`config.mk`:
```
export PLATFORM = sky130hd
export DESIGN_NAME = matvec_postproc
export DESIGN_NICKNAME = d
export VERILOG_FILES = /design/src/rtl/matvec_pkg.sv /design/src/rtl/postproc_fifo.sv /design/src/rtl/matvec_postproc.sv
export SDC_FILE = /design/constraint.sdc
export NUM_CORES = 1
export LEC_CHECK = 0
export BUFFER_PORTS_ARGS = -buffer_cell sky130_fd_sc_hd__buf_2
export CAP_MARGIN = 20
export CORE_MARGIN = 5
export CORE_UTILIZATION = 25
export CTS_CLUSTER_SIZE = 20
export DETAILED_ROUTE_END_ITERATION = 7
export GPL_ROUTABILITY_DRIVEN = 0
export SLEW_MARGIN = 20
export SYNTH_ARGS = -nofsm -noshare
export SYNTH_HDL_FRONTEND = slang
export SYNTH_SLANG_ARGS = --single-unit
```
`constraint.sdc`:
```
create_clock -name clk -period 3.1 [get_ports clk]
set_input_delay 0.62 -clock clk [delete_from_list [all_inputs] [get_ports clk]]
set_output_delay 0.62 -clock clk [all_outputs]
set_load 0.03 [all_outputs]
```
`src/rtl/matvec_pkg.sv`:
```
// Shared widths, saturation limits and the output entry layout for the matvec post-processing stage.
package matvec_pkg;

   localparam int unsigned DATA_IN_W  = 14;
   localparam int unsigned RESULT_W   = 28;
   localparam int unsigned OUT_W      = 16;
   localparam int          SAT_MAX    = 32767;
   localparam int          SAT_MIN    = -32768;
   localparam int unsigned GROUP_SIZE = 3;

   // One buffered output: saturated result plus its end-of-group flag.
   typedef struct packed {
      logic             last;
      logic [OUT_W-1:0] data;
   } pp_entry_t;

endpackage

```
`src/rtl/postproc_fifo.sv`:
```
// Valid/ready FIFO with an internal occupancy count and registered head/ready/valid outputs.
// Ports: clk, reset (async, active-low), i_push/i_wdata (write side, gated by o_ready),
//        i_pop (read side, gated by o_valid), o_ready, o_valid, o_rdata (head entry).
module postproc_fifo #(
   parameter int unsigned WIDTH = 17,
   parameter int unsigned DEPTH = 4
) (
   input  logic             clk,
   input  logic             reset,
   input  logic             i_push,
   input  logic [WIDTH-1:0] i_wdata,
   input  logic             i_pop,
   output logic             o_ready,
   output logic             o_valid,
   output logic [WIDTH-1:0] o_rdata
);

   localparam int unsigned AW = $clog2(DEPTH);
   localparam int unsigned CW = $clog2(DEPTH + 1);

   logic [WIDTH-1:0] r_mem [DEPTH];
   logic [AW-1:0]    r_wr_ptr;
   logic [AW-1:0]    r_rd_ptr;
   logic [CW-1:0]    r_count;
   logic             r_ready;
   logic             r_valid;
   logic [WIDTH-1:0] r_rdata;

   logic             w_push;
   logic             w_pop;
   logic [AW-1:0]    w_wr_ptr_n;
   logic [AW-1:0]    w_rd_ptr_n;
   logic [CW-1:0]    w_count_n;
   logic [WIDTH-1:0] w_head_n;

   // Next pointers/count; the head bypasses the array when a push lands in the slot being exposed.
   always_comb begin
      w_push     = i_push && r_ready;
      w_pop      = i_pop && r_valid;
      w_wr_ptr_n = w_push ? r_wr_ptr + AW'(1) : r_wr_ptr;
      w_rd_ptr_n = w_pop  ? r_rd_ptr + AW'(1) : r_rd_ptr;
      w_count_n  = r_count + CW'(w_push) - CW'(w_pop);
      w_head_n   = (w_push && (r_wr_ptr == w_rd_ptr_n)) ? i_wdata : r_mem[w_rd_ptr_n];
   end

   // Control state and registered outputs.
   always_ff @(posedge clk or negedge reset) begin
      if (!reset) begin
         r_wr_ptr <= '0;
         r_rd_ptr <= '0;
         r_count  <= '0;
         r_ready  <= 1'b0;
         r_valid  <= 1'b0;
         r_rdata  <= '0;
      end else begin
         r_wr_ptr <= w_wr_ptr_n;
         r_rd_ptr <= w_rd_ptr_n;
         r_count  <= w_count_n;
         r_ready  <= (w_count_n < CW'(DEPTH));
         r_valid  <= (w_count_n != '0);
         r_rdata  <= w_head_n;
      end
   end

   // Storage array, no reset needed.
   always_ff @(posedge clk) begin
      if (w_push) r_mem[r_wr_ptr] <= i_wdata;
   end

   assign o_ready = r_ready;
   assign o_valid = r_valid;
   assign o_rdata = r_rdata;

endmodule

```
`src/rtl/matvec_postproc.sv`:
```
// Post-processing of matvec results: arithmetic shift, optional ReLU, 16-bit saturation,
// group-end tagging, then buffering in a FIFO toward the downstream consumer.
// Ports: clk, reset (async, active-low), input_valid/input_ready/input_data (28-bit signed in),
//        output_valid/output_ready/output_data (16-bit signed out), output_last (end of group).
module matvec_postproc
   import matvec_pkg::*;
#(
   parameter int unsigned DEPTH = 4,
   parameter int unsigned SHIFT = 0,
   parameter int unsigned RELU  = 1,
   parameter int unsigned GROUP = GROUP_SIZE
) (
   input  logic                       clk,
   input  logic                       reset,
   input  logic                       input_valid,
   output logic                       input_ready,
   input  logic signed [RESULT_W-1:0] input_data,
   output logic                       output_valid,
   input  logic                       output_ready,
   output logic signed [OUT_W-1:0]    output_data,
   output logic                       output_last
);

   localparam int unsigned GW = (GROUP > 1) ? $clog2(GROUP) : 1;
   localparam logic signed [RESULT_W-1:0] L_MAX = RESULT_W'(SAT_MAX);
   localparam logic signed [RESULT_W-1:0] L_MIN = RESULT_W'(SAT_MIN);

   logic [GW-1:0]              r_grp;
   logic signed [RESULT_W-1:0] w_shift;
   logic signed [RESULT_W-1:0] w_clip;
   logic [OUT_W-1:0]           w_sat;
   logic                       w_grp_end;
   logic                       w_in_xfer;
   pp_entry_t                  w_entry;
   pp_entry_t                  w_head;

   // Shift (floor), ReLU clamp, then saturate into the output range.
   always_comb begin
      w_shift = input_data >>> SHIFT;
      w_clip  = w_shift;
      if ((RELU != 0) && w_shift[RESULT_W-1]) w_clip = '0;
      if (w_clip > L_MAX)      w_sat = OUT_W'(SAT_MAX);
      else if (w_clip < L_MIN) w_sat = OUT_W'(SAT_MIN);
      else                     w_sat = w_clip[OUT_W-1:0];
      w_grp_end     = (r_grp == GW'(GROUP - 1));
      w_in_xfer     = input_valid && input_ready;
      w_entry.last  = w_grp_end;
      w_entry.data  = w_sat;
   end

   // Position of the next accepted result within its group.
   always_ff @(posedge clk or negedge reset) begin
      if (!reset)         r_grp <= '0;
      else if (w_in_xfer) r_grp <= w_grp_end ? '0 : r_grp + GW'(1);
   end

   postproc_fifo #(
      .WIDTH ($bits(pp_entry_t)),
      .DEPTH (DEPTH)
   ) u_fifo (
      .clk     (clk),
      .reset   (reset),
      .i_push  (input_valid),
      .i_wdata (w_entry),
      .i_pop   (output_ready),
      .o_ready (input_ready),
      .o_valid (output_valid),
      .o_rdata (w_head)
   );

   assign output_data = w_head.data;
   assign output_last = w_head.last;

endmodule

```
==> summary.txt, run 1 <==
Outcome - completed
Most frequent cells in the layout - 68 x edfxtp_1, 50 x buf_2, 45 x a211oi_1
Critical path type - reg -> reg
Tot GR Track Use - 10.60%
Achievable frequency - 0.4432 GHz
Via count - 3239
CP startpoint kind - register
Max-slew violations - 0
HPWL Detailed - 7.083 mm
Core Region - 18830 um^2
Final setup vio count - 0
DR WL/cell - 17.76 um
Die H - 148.9 um
Clk pin slew, worst setup/hold paths - 0.06 ns
Leak - 2.130 nW
First-pass DRT Iterations - 4
Area Overhead vs Synth - 16.47%
Worst-Skew Late Latency - 0.34 ns
Post-CTS Hold Fix Bufs - 0
Post-CTS resize count - 0
CTS Sinks - 96
Worst-path cell with the longest stage delay - buf_4
Max incr delay on CP - 0.48 ns
CP endpoint kind - register
Cell variety after synth - 51
Clk root buf - clkbuf_16
FILL cells - 1889
Register area - 2744 um^2
Starting density of the core - 25.61%
Post-synthesis sequential area ratio - 56.86%
Number of flops mapped to enable cells by yosys - 68
PwrDens - 923.4 nW/um^2
Setup Total Neg Slack - 0 ns
CTS tree - built
Final Core Density - 29.83%
Netlist Area Pre-Place - 4823 um^2
Worst Path Arrival - 2.48 ns
Die width - 148.9 um
I/O pin cnt - 51
Crit share post-route - 72.79%
Fin. Hold Viols - 0
Yosys warning count - 0
Worst-path cell chain - buf_4 > nand3b_1 > nand3_1 > a2bb2oi_4 > buf_12 > mux2_4
Core Rows - 50
Nets - 436
Unrepaired setup endpoints after global routing - false
Max IR drop VDD - 357.6 uV
DRC errors left - 0
Detail-routed via count per cell - 4.893
ANT cells - 0
H-tree depth - 3
Max-cap viol count - 0
Num CTS Buffers - 9
Die area - 22170 um^2
Clock buffer depth - 2
Synthesized area per cell - 13.66 um^2
Synth Register Bits - 96
Initial antenna violation count - 0
Cells after synthesis - 353
DR iter-0 viols - 246
Largest net degree at the start of global routing - 56
Req. time, crit path - 3.32 ns
Crit-path max FO - 55
Final WL - 11.76 mm
Post-CTS Setup Bufs - 0
Fraction of layout cells with a size suffix above 1 - 25.62%
Worst hold-check path type - in -> async
Asr flop ratio synth - 29.17%
Commonest non-fill, non-tap cell in the layout - edfxtp_1
First-pass GRT wire length - 18.49 mm
Worst-case clock skew - 0.008330 ns
Post-route minimum period - 2.257 ns
Vias in the first global route - 3360
Slew Limit Headroom - 49.89%
Global route total overflow - 0
Area of the multi-input gates - 1859 um^2
Antenna viol nets, final - 0
Worst-margin pin slew - 0.7516 ns
Port bufs - 50
Top_reg_cell synth - edfxtp_1
## per-layer routing
metal,GRT usage [%],vias up,part of all wire (%)
met1,13.11,1640,44
met5,0,-,0
li1,-,1489,-
met2,17.70,93,49
met4,4.485,0,2.1
met3,2.552,17,4.9
## critical path: cells and delay by family, from the launching register on
kind                   cells  cell delay [ns]
AO/OA/AOI/OAI              1             0.40
AND/OR/NAND/NOR            2             0.36
multiplexers               1             0.30
flip-flops                 1             0.37
buffers and inverters      2             0.69
## synth_stat cells, drive strengths merged, types with 2 or more instances
master	count	area share (%)
nand3	4	0.42
o31ai	16	2.5
a21boi	2	0.39
buf	19	2.8
nor4bb	15	3.1
dfrtp	28	15
edfxtp	68	42
clkbuf	15	1.2
a211oi	45	7.0
nand2	6	0.52
a2bb2oi	16	3.3
ha	6	1.6
mux2i	16	3.4
and3	4	0.52
xnor2	5	1.3
nor4	3	0.39
inv	10	0.78
o21ai	2	0.21
nor2b	2	0.26
nand4b	16	2.9
a21o	16	2.5
a22oi	2	0.31
mux2	18	4.9
nand3b	2	0.31
## cell type report
cell class	instances	share of cell area [%]
well taps	260	5.791
inverters	11	0.7350
clock inverters	5	0.8463
multi-input cells	215	33.10
flip-flops and latches	96	48.84
clock buffers	11	4.143
repair buffers	64	6.548
## power breakdown
part	switching (mW)	internal (mW)	leakage (nW)
sequential	0.191	1.72	0.939
combinational	1.27	0.947	1.05
clock	0.446	0.618	0.138
total	1.91	3.28	2.13
## worst paths after layout
| check | start | end | slack, ns | cells after the start |
|---|---|---|---|---|
| setup / recovery | u_fifo.o_valid | u_fifo.o_rdata[12] | 0.84 | 6 |
| min in group clk | r_grp[1] | r_grp[1] | 0.53 | 1 |
| max in group asynchronous | reset | u_fifo.r_rd_ptr[1] | 2.22 | 1 |
| hold / removal | reset | u_fifo.o_rdata[0] | 0.35 | 1 |
| setup reg to reg | u_fifo.o_valid | u_fifo.o_rdata[12] | 0.84 | 6 |
| hold reg to reg | r_grp[1] | r_grp[1] | 0.53 | 1 |
## registers in the layout, summed over array words and instances, names as in the netlist
register	cells
u_fifo.o_valid	1
u_fifo.o_rdata	17
u_fifo.r_wr_ptr	2
u_fifo.r_mem	68
u_fifo.r_rd_ptr	2
r_grp	2
u_fifo.o_ready	1
u_fifo.r_count	3
## kinds of logic after synthesis
| kind of cell | count (synthesis) | share of synthesized area, % |
|---|---|---|
| xor+xnor | 5 | 1.297 |
| compound gates | 107 | 17.46 |
| flops | 96 | 56.86 |
| mux | 34 | 8.301 |
| other cells | 1 | 0.07775 |
| fa+ha+maj | 7 | 1.971 |
| simple gates | 58 | 9.209 |
| buf+inv | 45 | 4.825 |
## metrics by stage
stage	std cells	instance area, um^2	power (mW)	setup slack (ns)	hold slack (ns)
final	662	5618	5.188	0.8434	0.3514
after global routing	662	5618	5.489	0.7290	0.4146
after CTS	662	5618	5.249	0.8634	0.3885
after detailed placement	646	5338	4.172	0.5118	0.5084
after global placement	646	5338	4.073	0.6113	0.5035
after floorplan	356	4835	3.634	0.4142	0.3244
Power figures use the tool's default switching activity.
==> inputs of run 2 (changes only) <==
- ABC_AREA: unset -> 1
- clock period: 3.1 -> 2 ns (I/O delays scaled with it)
==> run 2 against run 1 <==
Critical endpoint is now u_fifo.o_valid. Cell area fell by 6.7%. Clock-buffer cell count fell by 2. Combinational power rose by 34%. Largest cell class unchanged. Highest routed layer unchanged. Register-to-register slack got worse by 0.77 ns. Sequential power rose by 47%. Die area fell by 9.4%. Critical path depth rose by 4.
==> summary.txt, run 2 <==
Outcome - completed
DR WL/cell - 13.59 um (-23%)
CP startpoint - u_fifo.o_valid
I/O pin cnt - 51 (unchanged)
Most common cell in the netlist - nand2_1
Asr flop ratio synth - 29.17% (unchanged)
Clk root buf - clkbuf_16
Achievable frequency - 0.5180 GHz (+17%)
Top_reg_cell synth - edfxtp_1
Yosys warning count - 0 (unchanged)
Slew Limit Headroom - 56.87% (+7.0 points)
Crit share post-route - 96.52% (+24 points)
Tot GR Track Use - 10.05% (-0.55 points)
Commonest cells post-synth - 143 x nand2_1, 68 x edfxtp_1, 52 x inv_1
Area Overhead vs Synth - 20.86%
Reg with most FFs - u_fifo.r_mem
Fin area - 5241 um^2 (-6.7%)
Cell variety after synth - 26 (-49%)
Worst-path cell chain - nand2_2 > inv_2 > ha_4 > inv_2 > ha_4 > fa_2 > xor2_2 > xor2_1 > inv_1 > nand2_1
Die width - 141.7 um (-4.8%)
Core Rows - 48 (-4.0%)
Placement-stage cell area - 4908 um^2 (-8.0%)
Clk pwr share - 22.0% (+1.5 points)
Post-synthesis sequential area ratio - 63.24% (+6.4 points)
FF-to-FF End - u_fifo.o_valid
Worst-case clock skew - 0.01109 ns (+0.002757 ns)
Max IR drop VDD - 420.7 uV (+18%)
Max-cap viol count - 0 (unchanged)
Nets - 524 (+20%)
Top-area cell type share of the netlist area - 47.09% (+4.8 points)
Psw - 2.961 mW (+55%)
Reg2Reg Launch Point - u_fifo.o_valid
Cells after synthesis - 420 (+19%)
Req. time, crit path - 2.29 ns (-1.03 ns)
DR iter-0 viols - 180 (-27%)
Reg power frac - 37.9% (+1.1 points)
Vias in the first global route - 3048 (-9.3%)
Via count - 2935 (-9.4%)
Worst-margin pin slew - 0.6469 ns (-0.1047 ns)
Max FFs per register - 68 (unchanged)
Fin. Hold Viols - 0 (unchanged)
CTS tree - built
Worst-Skew Late Latency - 0.35 ns (about the same)
Post-CTS Hold Fix Bufs - 0 (unchanged)
Num CTS Buffers - 9 (unchanged)
Number of flops mapped to enable cells by yosys - 68 (unchanged)
CP top delay family - adder cells
Area leader, netlist - edfxtp_1
PwrDens - 1417 nW/um^2 (+53%)
Hold WS - 0.07420 ns (-0.2772 ns)
Die area - 20080 um^2 (-9.4%)
Worst hold-check path type - in -> async
R2R Setup Slk - 0.07 ns (-0.77 ns)
Critical path type - reg -> reg
Ranking of synthesized cells by area - edfxtp_1 47%, dfrtp_1 16%, nand2_1 12%, nand3b_1 5.5%, inv_1 4.5%
Netlist Area Pre-Place - 4337 um^2 (-10%)
Setup crit end - u_fifo.o_valid
CP endpoint kind - register
Final WL - 9.718 mm (-17%)
Synthesized area per cell - 10.33 um^2 (-24%)
Post-route minimum period - 1.930 ns (-0.3261 ns)
Final setup vio count - 0 (unchanged)
Comb power frac - 40.2% (-2.5 points)
H-tree depth - 3 (unchanged)
Worst-path cell with the longest stage delay - dfrtp_2
Fraction of layout cells with a size suffix above 1 - 21.43% (-4.2 points)
Antenna viol nets, final - 0 (unchanged)
Starting density of the core - 25.25% (-0.37 points)
Most frequent cells in the layout - 143 x nand2_1, 68 x edfxtp_1, 50 x inv_1, 50 x buf_2, 36 x nand3_1
Max-slew violations - 0 (unchanged)
DRC errors left - 0 (unchanged)
Worst Path Arrival - 2.22 ns (-0.26 ns)
Internal Power - 4.465 mW (+36%)
CTS Sinks - 96 (unchanged)
Switching Fraction - 39.87% (+3.1 points)
Crit path buffers/inverters - 3 (+1)
Commonest non-fill, non-tap cell in the layout - nand2_1
Clock buffer depth - 2 (unchanged)
Synth Register Bits - 96 (unchanged)
Crit-path max FO - 2 (-96%)
Global route total overflow - 0 (unchanged)
Leak - 2.338 nW (+9.8%)
Max incr delay on CP - 0.41 ns (-0.07 ns)
Crit path depth - 10 (+4)
Reg2reg path depth - 10 (+4)
First-pass DRT Iterations - 4 (unchanged)
First-pass GRT wire length - 15.47 mm (-16%)
Clk pin slew, worst setup/hold paths - 0.07 ns (about the same)
Core Region - 17180 um^2 (-8.8%)
Port bufs - 50 (unchanged)
Largest net degree at the start of global routing - 33 (-41%)
CP startpoint kind - register
ANT cells - 0 (unchanged)
HPWL Detailed - 6.218 mm (-12%)
Initial antenna violation count - 0 (unchanged)
Detail-routed via count per cell - 4.105 (-16%)
Die H - 141.7 um (-4.8%)
==> run 2: what timing repair did <==
action / 4_1_cts / 5_1_grt
setup buffers: 0 / 1
endpoints found under the setup margin: 0 / 2
resized for setup: 0 / 7
==> run 2: worst min-delay path by stage <==
stage | from | end | slack, ns | depth (start not counted)
finish | reset | r_grp[1] | 0.07 | 1
global route | reset | r_grp[1] | 0.13 | 1
CTS | reset | u_fifo.o_rdata[16] | 0.11 | 1
detailed placement | reset | u_fifo.o_rdata[3] | 0.48 | 1
global placement | reset | u_fifo.o_rdata[16] | 0.46 | 1
floorplan | reset | r_grp[0] | 0.10 | 0
==> run 2: kinds of logic after synthesis <==
family	after synthesis	synth area share, %
buf+inv	71	6.867
xor+xnor	3	0.6060
simple gates	237	26.43
compound gates	5	0.5769
flops	96	63.24
other cells	1	0.08647
fa+ha+maj	7	2.193
==> run 2: final cells by class <==
class / instances / area, um^2
Clock inverter: 7 / 65.06
Timing Repair Buffer: 66 / 370.4
Fill cell: 1805 / 11940
Sequential cell: 96 / 2744
Clock buffer: 9 / 225.2
Inverter: 56 / 212.7
Tap cell: 225 / 281.5
Multi-Input combinational cell: 256 / 1343
==> run 2: power by group through the flow <==
stage | clock network (mW) | registers (mW) | logic, mW
after floorplan | 0 | 3.23 | 1.68
after global placement | 0 | 2.86 | 2.80
after detailed placement | 0 | 2.86 | 2.91
after CTS | 1.68 | 2.82 | 2.91
after global routing | 1.79 | 2.87 | 3.30
final | 1.63 | 2.81 | 2.98
==> run 2: layer usage <==
metal	track usage (%)	part of all wire, %	up-vias
li1	-	-	1478
met1	11.53	42	1373
met2	17.40	51	67
met3	2.460	4.7	17
met4	5.101	2.2	0
met5	0	0	-
==> run 2: stage by stage <==
step	setup slack (ns)	util, %	setup TNS (ns)	total power [mW]	instances
final	0.06953	30.51	0	7.426	715
after global routing	-0.01282	30.51	-0.01282	7.951	715
after CTS	0.06173	30.27	0	7.413	714
after detailed placement	-0.03379	28.58	-0.06435	5.768	698
after global placement	0.009380	28.58	0	5.659	698
after floorplan	0.006140	-	0	4.914	423
==> inputs of run 3 (changes only) <==
- MAX_ROUTING_LAYER: unset -> met4
==> run 3 against run 2 <==
Global-route usage grew 0.29 points. Sequential cell count is the same. Fmax is essentially flat. Register-to-register slack is essentially flat. Largest cell class unchanged. Critical path depth is the same. Clock-buffer cell count is the same. Non-clock buffer count is the same. Clock skew shrank 0.00051 ns. Critical endpoint unchanged. Critical path type unchanged.
==> summary.txt, run 3 (synthesis gave the netlist of run 2 again) <==
Req. time, crit path - 2.29 ns (about the same)
Fraction of layout cells with a size suffix above 1 - 21.43% (unchanged)
Starting density of the core - 25.25% (unchanged)
Max IR drop VDD - 418.8 uV (-0.46%)
Max FFs per register - 68 (unchanged)
Global route total overflow - 0 (unchanged)
Post-Layout Cell Count - 715 (unchanged)
Final Core Density - 30.51% (unchanged)
ANT cells - 0 (unchanged)
Num CTS Buffers - 9 (unchanged)
H-tree depth - 3 (unchanged)
FF-to-FF End - u_fifo.o_valid
I/O pin cnt - 51 (unchanged)
Crit-path max FO - 2 (unchanged)
Core Region - 17180 um^2 (unchanged)
Vias in the first global route - 3057 (+0.30%)
HPWL Detailed - 6.218 mm (unchanged)
Final WL - 9.671 mm (-0.48%)
Worst-margin pin slew - 0.6477 ns (+0.0008429 ns)
Max-cap viol count - 0 (unchanged)
Reg with most FFs - u_fifo.r_mem
Setup Total Neg Slack - 0 ns (unchanged)
Worst-Skew Late Latency - 0.35 ns (about the same)
CTS Sinks - 96 (unchanged)
Clk pin slew, worst setup/hold paths - 0.07 ns (about the same)
Initial antenna violation count - 0 (unchanged)
Leak - 2.338 nW (unchanged)
Outcome - completed
Largest net degree at the start of global routing - 33 (unchanged)
Worst Path Arrival - 2.22 ns (about the same)
PwrDens - 1416 nW/um^2 (about the same)
Final Power - 7.420 mW (about the same)
Tot GR Track Use - 10.35% (+0.29 points)
Hold WS - 0.07523 ns (+0.001034 ns)
Clock buffer depth - 2 (unchanged)
Detail-routed via count per cell - 4.095 (-0.24%)
CTS tree - built
Crit share post-route - 96.53% (about the same)
Worst-case clock skew - 0.01058 ns (-0.0005126 ns)
DRC errors left - 0 (unchanged)
Commonest non-fill, non-tap cell in the layout - nand2_1
Final setup vio count - 0 (unchanged)
Fin area - 5241 um^2 (unchanged)
Via count - 2928 (-0.24%)
Port bufs - 50 (unchanged)
CP startpoint kind - register
Reg2reg path depth - 10 (unchanged)
DR WL/cell - 13.53 um (-0.48%)
Die area - 20080 um^2 (unchanged)
Placed cells - 698 (unchanged)
Antenna viol nets, final - 0 (unchanged)
Critical path type - reg -> reg
DR iter-0 viols - 171 (-5.0%)
Clk root buf - clkbuf_16
Placement-stage cell area - 4908 um^2 (unchanged)
First-pass DRT Iterations - 4 (unchanged)
First-pass GRT wire length - 15.46 mm (about the same)
Die H - 141.7 um (unchanged)
Max-slew violations - 0 (unchanged)
Reg2Reg Launch Point - u_fifo.o_valid
CP endpoint kind - register
Worst setup margin - 0.06944 ns (-0.00008820 ns)
Core Rows - 48 (unchanged)
Post-CTS Hold Fix Bufs - 0 (unchanged)
Area Overhead vs Synth - 20.86% (unchanged)
Fin. Hold Viols - 0 (unchanged)
Post-route minimum period - 1.931 ns (+0.00008820 ns)
R2R Setup Slk - 0.07 ns (about the same)
Slew Limit Headroom - 56.82% (about the same)
Achievable frequency - 0.5180 GHz (about the same)
Worst hold-check path type - in -> async
Dpl ws - -0.03379 ns (unchanged)
Most frequent cells in the layout - 143 x nand2_1, 68 x edfxtp_1, 50 x inv_1, 50 x buf_2, 36 x nand3_1
Die width - 141.7 um (unchanged)
FILL cells - 1805 (unchanged)
Nets - 524 (unchanged)
-- run 3: cell counts in the layout (fill, tap and decap cells not counted) --
Identical to the previous run, type by type.
-- run 3: timing repair --
item,CTS,global route
setup buffers,0,1
resized for setup,0,7
setup endpoints to repair,0,2
-- run 3: critical path, cell delays in order (launching register included) --
cell and delay (ns):
dfrtp_2 0.41, nand2_2 0.08, inv_2 0.05, ha_4 0.25, inv_2 0.04, ha_4 0.15
fa_2 0.37, xor2_2 0.18, xor2_1 0.20, inv_1 0.08, nand2_1 0.07
-- run 3: worst max path at each step --
| stage | from | end | slack [ns] | depth (start not counted) |
|---|---|---|---|---|
| after floorplan | u_fifo.o_valid | u_fifo.o_ready | 0.006 | 9 |
| final | u_fifo.o_valid | u_fifo.o_valid | 0.07 | 10 |
| after global placement | output_ready | u_fifo.o_valid | 0.009 | 11 |
| after detailed placement | output_ready | u_fifo.o_valid | -0.03 | 11 |
| after global routing | u_fifo.o_valid | u_fifo.o_valid | -0.01 | 10 |
| after CTS | u_fifo.o_valid | u_fifo.o_valid | 0.06 | 10 |
-- run 3: where the power goes --
part           total [mW]  internal (mW)  switching [mW]
Sequential           2.81           2.66           0.154
Clock                1.63          0.868           0.764
Combinational        2.98          0.941            2.04
Total                7.42           4.47            2.95
-- run 3: per-layer routing --
layer	vias up	part of all wire [%]	global-route usage, %
met3	14	4.8	2.562
met4	0	2.0	4.646
met2	83	52	17.50
li1	1477	-	-
met5	-	0	-
met1	1354	41	11.57
-- run 3: cell type report --
cell class,count,area [um^2],area share [%]
sequential,96,2744,52.35
tap,225,281.5,5.371
timing repair buffer,66,370.4,7.066
multi-input combinational,256,1343,25.61
clock inverter,7,65.06,1.241
inverter,56,212.7,4.058
clock buffer,9,225.2,4.297
